===== src/rtl/bcd2bin_seq.sv =====
// Sequential 4-digit BCD-to-binary converter using reverse double-dabble, one bit per clock.
// Flags malformed BCD digits and results above BIN_LIMIT.
module bcd2bin_seq #(
    parameter int unsigned BIN_LIMIT = 4095
) (
    input  logic        i_clk,
    input  logic        i_reset,
    input  logic        i_start,
    input  logic [15:0] i_bcd,
    output logic        o_busy,
    output logic        o_valid,
    output logic [13:0] o_bin,
    output logic        o_overflow,
    output logic        o_error
);

    typedef enum logic [1:0] {
        IDLE  = 2'd0,
        SHIFT = 2'd1,
        DONE  = 2'd2
    } state_t;

    localparam logic [3:0] LAST_SHIFT = 4'd13;

    state_t      state_q, state_d;
    logic [29:0] work_q, work_d;
    logic [3:0]  cnt_q, cnt_d;
    logic [13:0] bin_q, bin_d;
    logic        ovf_q, ovf_d;
    logic        err_q, err_d;
    logic        busy_q, busy_d;
    logic        valid_q, valid_d;
    logic [29:0] shifted;
    logic [29:0] step;

    // A corrected nibble is >= 8, so subtracting 3 cannot underflow.
    function automatic logic [3:0] fix_digit(input logic [3:0] d);
        return (d >= 4'd8) ? (d - 4'd3) : d;
    endfunction

    function automatic logic digits_ok(input logic [15:0] b);
        logic ok;
        ok = 1'b1;
        for (int n = 0; n < 4; n++) begin
            if (b[n*4 +: 4] > 4'd9) ok = 1'b0;
        end
        return ok;
    endfunction

    always_comb begin
        shifted = work_q >> 1;
        step    = {fix_digit(shifted[29:26]), fix_digit(shifted[25:22]),
                   fix_digit(shifted[21:18]), fix_digit(shifted[17:14]),
                   shifted[13:0]};
    end

    always_comb begin
        state_d = state_q;
        work_d  = work_q;
        cnt_d   = cnt_q;
        bin_d   = bin_q;
        ovf_d   = ovf_q;
        err_d   = err_q;
        case (state_q)
            IDLE: begin
                if (i_start) begin
                    if (digits_ok(i_bcd)) begin
                        work_d  = {i_bcd, 14'd0};
                        cnt_d   = 4'd0;
                        state_d = SHIFT;
                    end else begin
                        bin_d   = 14'd0;
                        ovf_d   = 1'b0;
                        err_d   = 1'b1;
                        state_d = DONE;
                    end
                end
            end
            SHIFT: begin
                work_d = step;
                cnt_d  = cnt_q + 4'd1;
                if (cnt_q == LAST_SHIFT) begin
                    bin_d   = step[13:0];
                    ovf_d   = (32'(step[13:0]) > BIN_LIMIT);
                    err_d   = 1'b0;
                    state_d = DONE;
                end
            end
            DONE: begin
                state_d = IDLE;
            end
            default: begin
                state_d = IDLE;
            end
        endcase
        busy_d  = (state_d != IDLE);
        valid_d = (state_d == DONE);
    end

    always_ff @(posedge i_clk or posedge i_reset) begin
        if (i_reset) begin
            state_q <= IDLE;
            work_q  <= '0;
            cnt_q   <= '0;
            bin_q   <= '0;
            ovf_q   <= 1'b0;
            err_q   <= 1'b0;
            busy_q  <= 1'b0;
            valid_q <= 1'b0;
        end else begin
            state_q <= state_d;
            work_q  <= work_d;
            cnt_q   <= cnt_d;
            bin_q   <= bin_d;
            ovf_q   <= ovf_d;
            err_q   <= err_d;
            busy_q  <= busy_d;
            valid_q <= valid_d;
        end
    end

    assign o_busy     = busy_q;
    assign o_valid    = valid_q;
    assign o_bin      = bin_q;
    assign o_overflow = ovf_q;
    assign o_error    = err_q;

endmodule

===== config.mk =====
export PLATFORM = sky130hd
export DESIGN_NAME = bcd2bin_seq
export DESIGN_NICKNAME = d
export VERILOG_FILES = /design/src/rtl/bcd2bin_seq.sv
export SDC_FILE = /design/constraint.sdc
export NUM_CORES = 1
export LEC_CHECK = 0
export CAP_MARGIN = 10
export CELL_PAD_IN_SITES_DETAIL_PLACEMENT = 0
export CELL_PAD_IN_SITES_GLOBAL_PLACEMENT = 1
export CORE_MARGIN = 4
export CORE_UTILIZATION = 42
export DETAILED_ROUTE_END_ITERATION = 12
export GPL_ROUTABILITY_DRIVEN = 0
export GPL_TIMING_DRIVEN = 0
export HOLD_SLACK_MARGIN = 0.12
export PLACE_DENSITY_LB_ADDON = 0.05
export SYNTH_ARGS = -nofsm -noshare
export SYNTH_HDL_FRONTEND = slang
export SYNTH_SLANG_ARGS = --single-unit

===== constraint.sdc =====
create_clock -name i_clk -period 1.9 [get_ports i_clk]
set_input_delay 0.38 -clock i_clk [delete_from_list [all_inputs] [get_ports i_clk]]
set_output_delay 0.38 -clock i_clk [all_outputs]
set_load 0.1 [all_outputs]

==> results of run 1 <==
-- what timing repair did --
action	4_1_cts	5_1_grt
endpoints found under the setup margin	59	52
buffers inserted	1	3
pin swaps	1	5
gates cloned	0	0
hold buffers	0	0
resized for setup	40	30
-- layout make-up --
class / instances / area share [%]
Sequential cell: 53 / 46.1
Multi-Input combinational cell: 112 / 31.6
Timing Repair Buffer: 41 / 11.4
Tap cell: 70 / 3.05
Clock buffer: 6 / 2.52
Buffer: 11 / 2.35
Inverter: 18 / 2.35
Clock inverter: 2 / 0.522
-- per-layer routing --
layer	GRT usage [%]	vias up
li1	-	796
met4	4.74	0
met5	0	-
met3	4.01	5
met1	22.5	868
met2	29.2	37
-- metrics by stage --
stage	utilization [%]	hold slack (ps)	std cells	setup TNS [ps]
after floorplan	-	466	194	0
after global placement	53.1	482	300	-55270
after detailed placement	53.5	481	301	-20450
after CTS	55.4	381	310	-6.08
after global routing	54.9	403	313	-56.4
final	54.9	371	313	0
-- worst max-delay path by stage --
stage	startpoint	to	slack, ps
CTS	i_start	work_q[27]	-3
floorplan	i_reset	cnt_q[0]	230
detailed placement	i_bcd[6]	work_q[1]	-520
global route	i_bcd[5]	o_bin[4]	-20
finish	o_busy	o_busy	50
global placement	i_reset	work_q[22]	-690
-- registers in the layout, summed over array words and instances (netlist names) --
register / cells
state_q: 2
o_bin: 14
o_valid: 1
cnt_q: 4
o_busy: 1
o_overflow: 1
work_q: 29
o_error: 1
-- layout by cell type (no fill, tap or decap), types with 2 or more instances in the layout --
master,n
sky130_fd_sc_hd__xor2_1,2
sky130_fd_sc_hd__a221o_1,10
sky130_fd_sc_hd__clkbuf_2,19
sky130_fd_sc_hd__or3_1,2
sky130_fd_sc_hd__nor2_1,14
sky130_fd_sc_hd__ha_1,8
sky130_fd_sc_hd__nor2_4,2
sky130_fd_sc_hd__clkbuf_1,2
sky130_fd_sc_hd__xnor2_1,5
sky130_fd_sc_hd__o21ai_0,5
sky130_fd_sc_hd__a31oi_1,2
sky130_fd_sc_hd__clkinvlp_4,2
sky130_fd_sc_hd__nand2_1,3
sky130_fd_sc_hd__a222oi_1,2
sky130_fd_sc_hd__buf_4,6
sky130_fd_sc_hd__clkbuf_8,5
sky130_fd_sc_hd__nor2b_1,3
sky130_fd_sc_hd__inv_1,17
sky130_fd_sc_hd__nor3_1,2
sky130_fd_sc_hd__dfrtp_1,53
sky130_fd_sc_hd__o32ai_1,2
sky130_fd_sc_hd__nand2b_1,2
sky130_fd_sc_hd__mux2i_1,3
sky130_fd_sc_hd__buf_2,3
sky130_fd_sc_hd__clkdlybuf4s50_1,18
sky130_fd_sc_hd__a21oi_1,5
sky130_fd_sc_hd__o21ai_2,4
sky130_fd_sc_hd__a22o_1,28
-- kinds of logic (layout without fill, tap and decap cells) --
kind of cell    count (synthesis)  count (layout)
compound gates                 62              62
xor+xnor                        7               7
fa+ha+maj                       8               8
buf+inv                        29              78
flops                          53              53
mux                             4               4
simple gates                   31              31
-- power by group --
part	internal, uW	switching (uW)
registers	1390	281
clock network	260	370
logic	517	561
==> flow_summary.ini, run 1 <==
[die]
core_um2 = 5240
dieArea_um2 = 6810
floorplan.io_pins = 37
initial_utilization_pct = 44.5
placement_rows = 26
fp.dieW_um = 82.5
chipHeight_um = 82.5

[critical_path]
worstPathArrival_ps = 1470
cell_breakdown_of_the_critical_path = dlygate4sd2_1
critical-path-slowest-cell = sky130_fd_sc_hd__dlygate4sd2_1
r2r_slack_ps = 140
number_of_cells_on_the_critical_path = 1
setup.worst_path.class = flop to output port
rr_startpoint = state_q[1]
r2r-end = o_bin[4]
r2r_cells = 7
crit_path_max_fanout = 1
cp-end-kind = output port
required_ps = 1520
path_buf_inv = 1
critPathLaunchType = flop
crit_path_max_incr_delay_ps = 840
largest_delay_share_family_worst_path = buffers and inverters

[synth]
netlist_instances = 194
synth_commonest_cells = sky130_fd_sc_hd__dfrtp_1, sky130_fd_sc_hd__a22o_1, sky130_fd_sc_hd__inv_1, sky130_fd_sc_hd__nor2_1, sky130_fd_sc_hd__a221o_1
synth.top_cell.area_share_pct = 56.9
synth_enable_flop_cells = 0
synth.mux.area_fraction_pct = 1.77
synthXorXnorAreaFrac_pct = 2.63
post-synth-top-count-cell = sky130_fd_sc_hd__dfrtp_1
synth_top_family_by_area = compound AO/OA/AOI/OAI gates
synth_seq_area_share_pct = 56.9
synth.largest_area_cell = sky130_fd_sc_hd__dfrtp_1
synth_cell_type_count = 33
syn_avg_cell_area_um2 = 12.0
ys_async_sr_fraction_pct = 100
synth-main-ff-cell = sky130_fd_sc_hd__dfrtp_1
synth_area_um2 = 2330
synth_compound_area_share_pct = 22.3
yosys.area_share.adder_pct = 4.29
yosys.area_share.simple_pct = 6.81
synth.top_cells.by_area = sky130_fd_sc_hd__dfrtp_1, sky130_fd_sc_hd__a22o_1, sky130_fd_sc_hd__a221o_1
synthesis_warning_total = 0
postSynthRegisterBits = 53
synth_fp_nets = 221

[clock_network]
h-tree-depth = 2
tritoncts.num_buffers = 5
clockBufferDepth = 2
clk-insertion-delay-late_ps = 300
clock-sinks = 53
clock_tree.root_cell = sky130_fd_sc_hd__clkbuf_8
clkTransAtPathRegs_ps = 100
tritoncts = yes

[routing]
routed.top_layer = met4
postRouteWirelength_mm = 5.26
drt-pass1-iter-count = 5
met2RoutedLength_mm = 2.61
routedLengthMet1_mm = 2.34
wl_per_cell_um = 16.8
routed-via-count = 1706
detailroute.wirelength.met3_um = 258
drc = 0
drtAntennaViolNets = 0
routed_via_density = 5.45
detailedRoute.firstIterationViolations = 122

[grt]
antenna_found_initial = 0
first_global_vias = 1770
grt_max_degree = 37
grtUsageTotal_pct = 17.4
grt.overflow.total = 0
grt_pass1_wl_mm = 8.89

[timing]
hold_violations = 0
setup_slack_ps = 49.2
worst_margin_pin_slew_ps = 950
finalCritPeriodShare_pct = 97.4
post-route-min-period_ps = 1850
fmaxAchievable_ghz = 0.540
slew_viol_final = 0
timing.slew.headroom_pct = 36.9
timing.final.setup_violations = 0
fin_skew_ps = 6.76

[worst_hold_path]
min_path_type = input port to async pin

[cells_and_area]
postLayoutCellArea_um2 = 2880
synthToLayoutAreaGrowth_pct = 23.3
finish.net_count = 269
final.fill_count = 468
final-seq-area_um2 = 1330
multiInputGateArea_um2 = 910
layout-drive-gt1-share_pct = 19.8
diode_insertion_count_for_antenna_repair = 0

[pwr]
leakage_uw = 0.00137
worst_ir_drop_vdd_uv = 616
total_power_uw = 3380
power_density_nw_per_um2 = 1180

[placement]
dp.final_hpwl_mm = 3.76
io_buffers = 36
placedInstanceArea_um2 = 2800
post-place-ws_ps = -518

[run]
drv_cap = 0

[outcome]
outcome = finished, final reports clean
No activity file was read; power rests on OpenSTA's default activity.
==> run 2: changes to the inputs <==
CORE_UTILIZATION = 38   (was 42)
clock period = 1.6 ns   (was 1.9 ns; I/O delays follow)
==> run 2 against run 1 <==
Net effect: sequential cell count did not move; total power rose by 23%; clock power rose by 22%; die area rose by 9.5%; cell count rose by 4.2%; wire length rose by 3.2%; setup slack got worse by 14 ps; via count rose by 4.0%; count of clock-buffer cells in the layout fell by 1; cell area rose by 7.7%; core utilization fell by 2.9 points; largest cell class unchanged; highest routed layer unchanged.
==> flow_summary.ini, run 2 (synthesis gave the netlist of run 1 again) <==
[cells_and_area]
synthToLayoutAreaGrowth_pct = 32.7
finish.net_count = 277
largest_reg_flops = 29
layout.cells.most_common_list = sky130_fd_sc_hd__dfrtp_1, sky130_fd_sc_hd__a22o_1, sky130_fd_sc_hd__inv_1
diode_insertion_count_for_antenna_repair = 0
postLayoutCellArea_um2 = 3100
largest_register = work_q
layout-drive-gt1-share_pct = 26.3
final_common_cell = sky130_fd_sc_hd__dfrtp_1
final.fill_count = 547

[pwr]
power_density_nw_per_um2 = 1340
leakage_uw = 0.00144
worst_ir_drop_vdd_uv = 742

[timing]
worst_margin_pin_slew_ps = 548
unrepaired_setup_endpoints_after_global_routing = true
timing.slew.headroom_pct = 63.6
hold_violations = 0
timing.final.setup_violations = 0
finalCritPeriodShare_pct = 97.8
setup_slack_ps = 35.6
fmaxAchievable_ghz = 0.639
post-route-min-period_ps = 1560
timing.setup.tns_ps = 0
fin_skew_ps = 4.88
slew_viol_final = 0

[clock_network]
clock_tree.root_cell = sky130_fd_sc_hd__clkbuf_8
ctsHoldBuffers = 0
clk-insertion-delay-late_ps = 310
tritoncts.num_buffers = 5
clock-sinks = 53
h-tree-depth = 2
clockBufferDepth = 2
tritoncts = yes
clkTransAtPathRegs_ps = 90

[critical_path]
required_ps = 1280
critPathLaunchType = flop
cp-end-kind = output port
crit_path_max_fanout = 2
setup.worst_path.class = flop to output port
cell_breakdown_of_the_critical_path = clkdlybuf4s18_2
largest_delay_share_family_worst_path = buffers and inverters
path_buf_inv = 1
crit_path_max_incr_delay_ps = 550
critical-path-slowest-cell = sky130_fd_sc_hd__clkdlybuf4s18_2
worstPathArrival_ps = 1240

[grt]
grt.overflow.total = 0
grt_pass1_wl_mm = 8.85
antenna_found_initial = 0
grtUsageTotal_pct = 15.1
grt_max_degree = 54
first_global_vias = 1766

[routing]
postRouteWirelength_mm = 5.43
drtAntennaViolNets = 0
detailedRoute.firstIterationViolations = 103
wl_per_cell_um = 16.7
routed-via-count = 1775
drt-pass1-iter-count = 6
drc = 0
routed_via_density = 5.44

[placement]
post-place-ws_ps = -744
dp.final_hpwl_mm = 3.50
io_buffers = 36
placedInstanceArea_um2 = 2790

[die]
dieArea_um2 = 7450
fp.dieW_um = 86.3
initial_utilization_pct = 39.2
core_um2 = 5960
placement_rows = 28
chipHeight_um = 86.3
floorplan.io_pins = 37

[worst_hold_path]
min_path_type = input port to flop

[outcome]
outcome = finished, final reports clean

[run]
drv_cap = 0
==> run 2: cell count changes in the layout (fill, tap and decap cells not counted), sizes merged <==
cell           change
clkbuf            -18
clkdlybuf4s15     +14
clkdlybuf4s50     -13
buf               +10
dlygate4sd2        +8
clkdlybuf4s18      +5
clkinv             +3
clkinvlp           -1
dlymetal6s2s       +1
inv                -1
==> run 2: where the power goes <==
part | switching [uW] | total (uW) | internal, uW
Clock | 458 | 770 | 312
Combinational | 692 | 1390 | 700
Sequential | 343 | 2000 | 1660
==> run 2: layout make-up <==
class | count | area [um2] | share of cell area [%]
repair buffers | 49 | 470 | 15.2
inverters | 18 | 71.3 | 2.30
clock inverters | 3 | 22.5 | 0.728
multi-input cells | 112 | 935 | 30.2
flip-flops and latches | 53 | 1330 | 42.9
well taps | 75 | 93.8 | 3.03
plain buffers | 11 | 106 | 3.44
clock buffers | 5 | 68.8 | 2.22
==> run 2: path summary, 6_finish.rpt <==
| kind | startpoint | endpoint | slack, ps | cells past startpoint |
|---|---|---|---|---|
| setup / recovery | o_error | o_error | 40 | 1 |
| hold / removal | i_bcd[14] | work_q[28] | 270 | 3 |
| setup reg to reg | state_q[1] | o_bin[0] | 60 | 6 |
| hold reg to reg | o_bin[4] | o_bin[4] | 500 | 1 |
| max in group asynchronous | i_reset | state_q[0] | 840 | 3 |
| min in group asynchronous | i_reset | work_q[14] | 280 | 2 |
==> run 2: per-layer routing <==
layer  vias up  part of all wire, %  GRT usage [%]
met1       897                   50           22.4
met4         0                 0.79           3.82
met3         6                  5.0           3.52
met5         -                    0              0
li1        816                    -              -
met2        56                   44           22.3
==> run 2: timing repair <==
item / in CTS / in global routing
setup buffers: 5 / 6
endpoints found under the setup margin: 69 / 41
gates cloned: 1 / 0
endpoints found under the hold margin: 0 / 0
pin swaps: 8 / 7
gates resized for setup: 93 / 17
==> run 2: stage by stage <==
| stage | utilization (%) | power (uW) | instances | hold slack [ps] |
|---|---|---|---|---|
| after floorplan | - | 2890 | 194 | 381 |
| after global placement | 46.8 | 3190 | 305 | 484 |
| after detailed placement | 46.8 | 3240 | 305 | 482 |
| after CTS | 50.6 | 4090 | 319 | 418 |
| after global routing | 52.0 | 4430 | 326 | 296 |
| final | 52.0 | 4160 | 326 | 266 |
==> run 3: changes to the inputs <==
CORE_UTILIZATION = 42   (was 38)
clock period = 1.5 ns   (was 1.6 ns; I/O delays follow)
==> run 3 against run 2 <==
Net effect: the flow now finishes with violations (negative setup slack); critical path depth increased by 6; combinational power increased by 22%; wire length increased by 5.5%; clock power increased by 26%; clock skew increased by 3.5 ps; cell count increased by 1.2%; count of clock-buffer cells in the layout increased by 1; total power increased by 16%; first-iteration DRC count decreased by 0.97%; largest cell class unchanged; largest power group unchanged.
==> flow_summary.ini, run 3 (synthesis gave the netlist of run 1 again) <==
[cells_and_area]
finish.net_count = 286
layout-drive-gt1-share_pct = 30.4
fin_cells = 330
diode_insertion_count_for_antenna_repair = 0
largest_reg_flops = 29
layout.cells.most_common_list = sky130_fd_sc_hd__dfrtp_1, sky130_fd_sc_hd__a22o_1, sky130_fd_sc_hd__buf_2
final_common_cell = sky130_fd_sc_hd__dfrtp_1
synthToLayoutAreaGrowth_pct = 36.8
largest_register = work_q

[critical_path]
crit_path_max_incr_delay_ps = 350
worstPathArrival_ps = 1810
critical-path-slowest-cell = sky130_fd_sc_hd__o31a_1
path_buf_inv = 3
largest_delay_share_family_worst_path = compound AO/OA/AOI/OAI gates
required_ps = 1690
cell_breakdown_of_the_critical_path = dlygate4sd2_1 -> o21ai_4 -> nand4_4 -> o31a_1 -> buf_6 -> buf_12 -> a221o_1
critPathLaunchType = input port
cp-end-kind = flop
crit_path_max_fanout = 4
setup.worst_path.class = input port to flop

[pwr]
power.clock.fraction_pct = 20.1
share_comb_of_total_power_pct = 35.3
total_power_uw = 4820
p_int_uw = 3160
power.net_switching_uw = 1660
sw_frac_of_total_pct = 34.4
power_density_nw_per_um2 = 1510
leakage_uw = 0.00153
worst_ir_drop_vdd_uv = 667
power.sequential.fraction_pct = 44.5

[clock_network]
clockBufferDepth = 2
clock-sinks = 53
h-tree-depth = 2
tritoncts.num_buffers = 5
clk-insertion-delay-late_ps = 310
ctsHoldBuffers = 0
tritoncts = yes
clock_tree.root_cell = sky130_fd_sc_hd__clkbuf_8
clkTransAtPathRegs_ps = 90

[timing]
fin_skew_ps = 8.35
timing.slew.headroom_pct = 67.0
finalCritPeriodShare_pct = 108
slew_viol_final = 0
worst_margin_pin_slew_ps = 499
hold_violations = 0
fmaxAchievable_ghz = 0.619
setup_slack_ps = -117
unrepaired_setup_endpoints_after_global_routing = true
post-route-min-period_ps = 1620
timing.final.setup_violations = 12

[die]
floorplan.io_pins = 37
chipHeight_um = 82.5
fp.dieW_um = 82.5
core_um2 = 5240
placement_rows = 26
dieArea_um2 = 6810
initial_utilization_pct = 44.5

[routing]
routedLengthMet1_mm = 2.68
drt-pass1-iter-count = 4
detailedRoute.firstIterationViolations = 102
wl_per_cell_um = 17.4
postRouteWirelength_mm = 5.73
met2RoutedLength_mm = 2.68
drc = 0
routed.top_layer = met4
routed-via-count = 1820
routed_via_density = 5.52
detailroute.wirelength.met3_um = 296
drtAntennaViolNets = 0

[grt]
antenna_found_initial = 0
grt_max_degree = 54
first_global_vias = 1902
grt.overflow.total = 0
grt_pass1_wl_mm = 9.49
grtUsageTotal_pct = 18.6

[worst_hold_path]
min_path_type = input port to async pin

[placement]
post-place-ws_ps = -668
dp.final_hpwl_mm = 3.64
post-place-cells = 300
io_buffers = 36

[outcome]
outcome = complete, but fails checks
failed_checks = negative setup slack

[run]
drv_cap = 0
[run 3: cell type report]
type	count	area, um2
Sequential cell	53	1330
Multi-Input combinational cell	112	995
Tap cell	70	87.6
Fill cell	424	2050
Clock inverter	2	38.8
Inverter	18	71.3
Buffer	10	106
Timing Repair Buffer	59	492
Clock buffer	6	72.6
[run 3: power by group through the flow]
stage | sequential [uW] | clock (uW) | combinational (uW)
2_1_floorplan | 2160 | 0 | 959
3_3_place_gp | 2120 | 0 | 1310
3_5_place_dp | 2150 | 0 | 1360
4_1_cts | 2120 | 993 | 1700
5_1_grt | 2190 | 1050 | 1870
6_report | 2150 | 970 | 1700
[run 3: final timing paths]
| path | startpoint | to | slack, ps | cells after the start |
|---|---|---|---|---|
| hold / removal | i_reset | work_q[11] | 350 | 2 |
| min in group i_clk | i_bcd[9] | work_q[23] | 370 | 2 |
| max in group asynchronous | i_reset | cnt_q[2] | 640 | 3 |
| hold reg to reg | o_bin[10] | o_bin[10] | 500 | 1 |
| setup reg to reg | state_q[1] | work_q[22] | -100 | 6 |
| setup / recovery | i_bcd[5] | work_q[22] | -120 | 7 |
[run 3: per-stage QoR]
stage | hold slack (ps) | TNS, ps | utilization [%] | instance area [um2]
6_report | 354 | -1000 | 60.9 | 3190
5_1_grt | 383 | -2760 | 60.9 | 3190
2_1_floorplan | 361 | -685 | - | 2410
3_5_place_dp | 484 | -37260 | 54.5 | 2860
3_3_place_gp | 481 | -34030 | 54.5 | 2860
4_1_cts | 384 | -1890 | 60.3 | 3160
[run 3: timing repair]
action                                  CTS  global route
endpoints found under the setup margin   69            50
pin swaps                                12            10
setup buffers                            18             2
cloned                                    3             1
gates resized for setup                 125            24
[run 3: routing by layer]
| layer | GRT usage (%) | vias up |
|---|---|---|
| met2 | 28.9 | 41 |
| met4 | 6.05 | 0 |
| li1 | - | 833 |
| met1 | 25.7 | 938 |
| met3 | 4.12 | 8 |
| met5 | 0 | - |
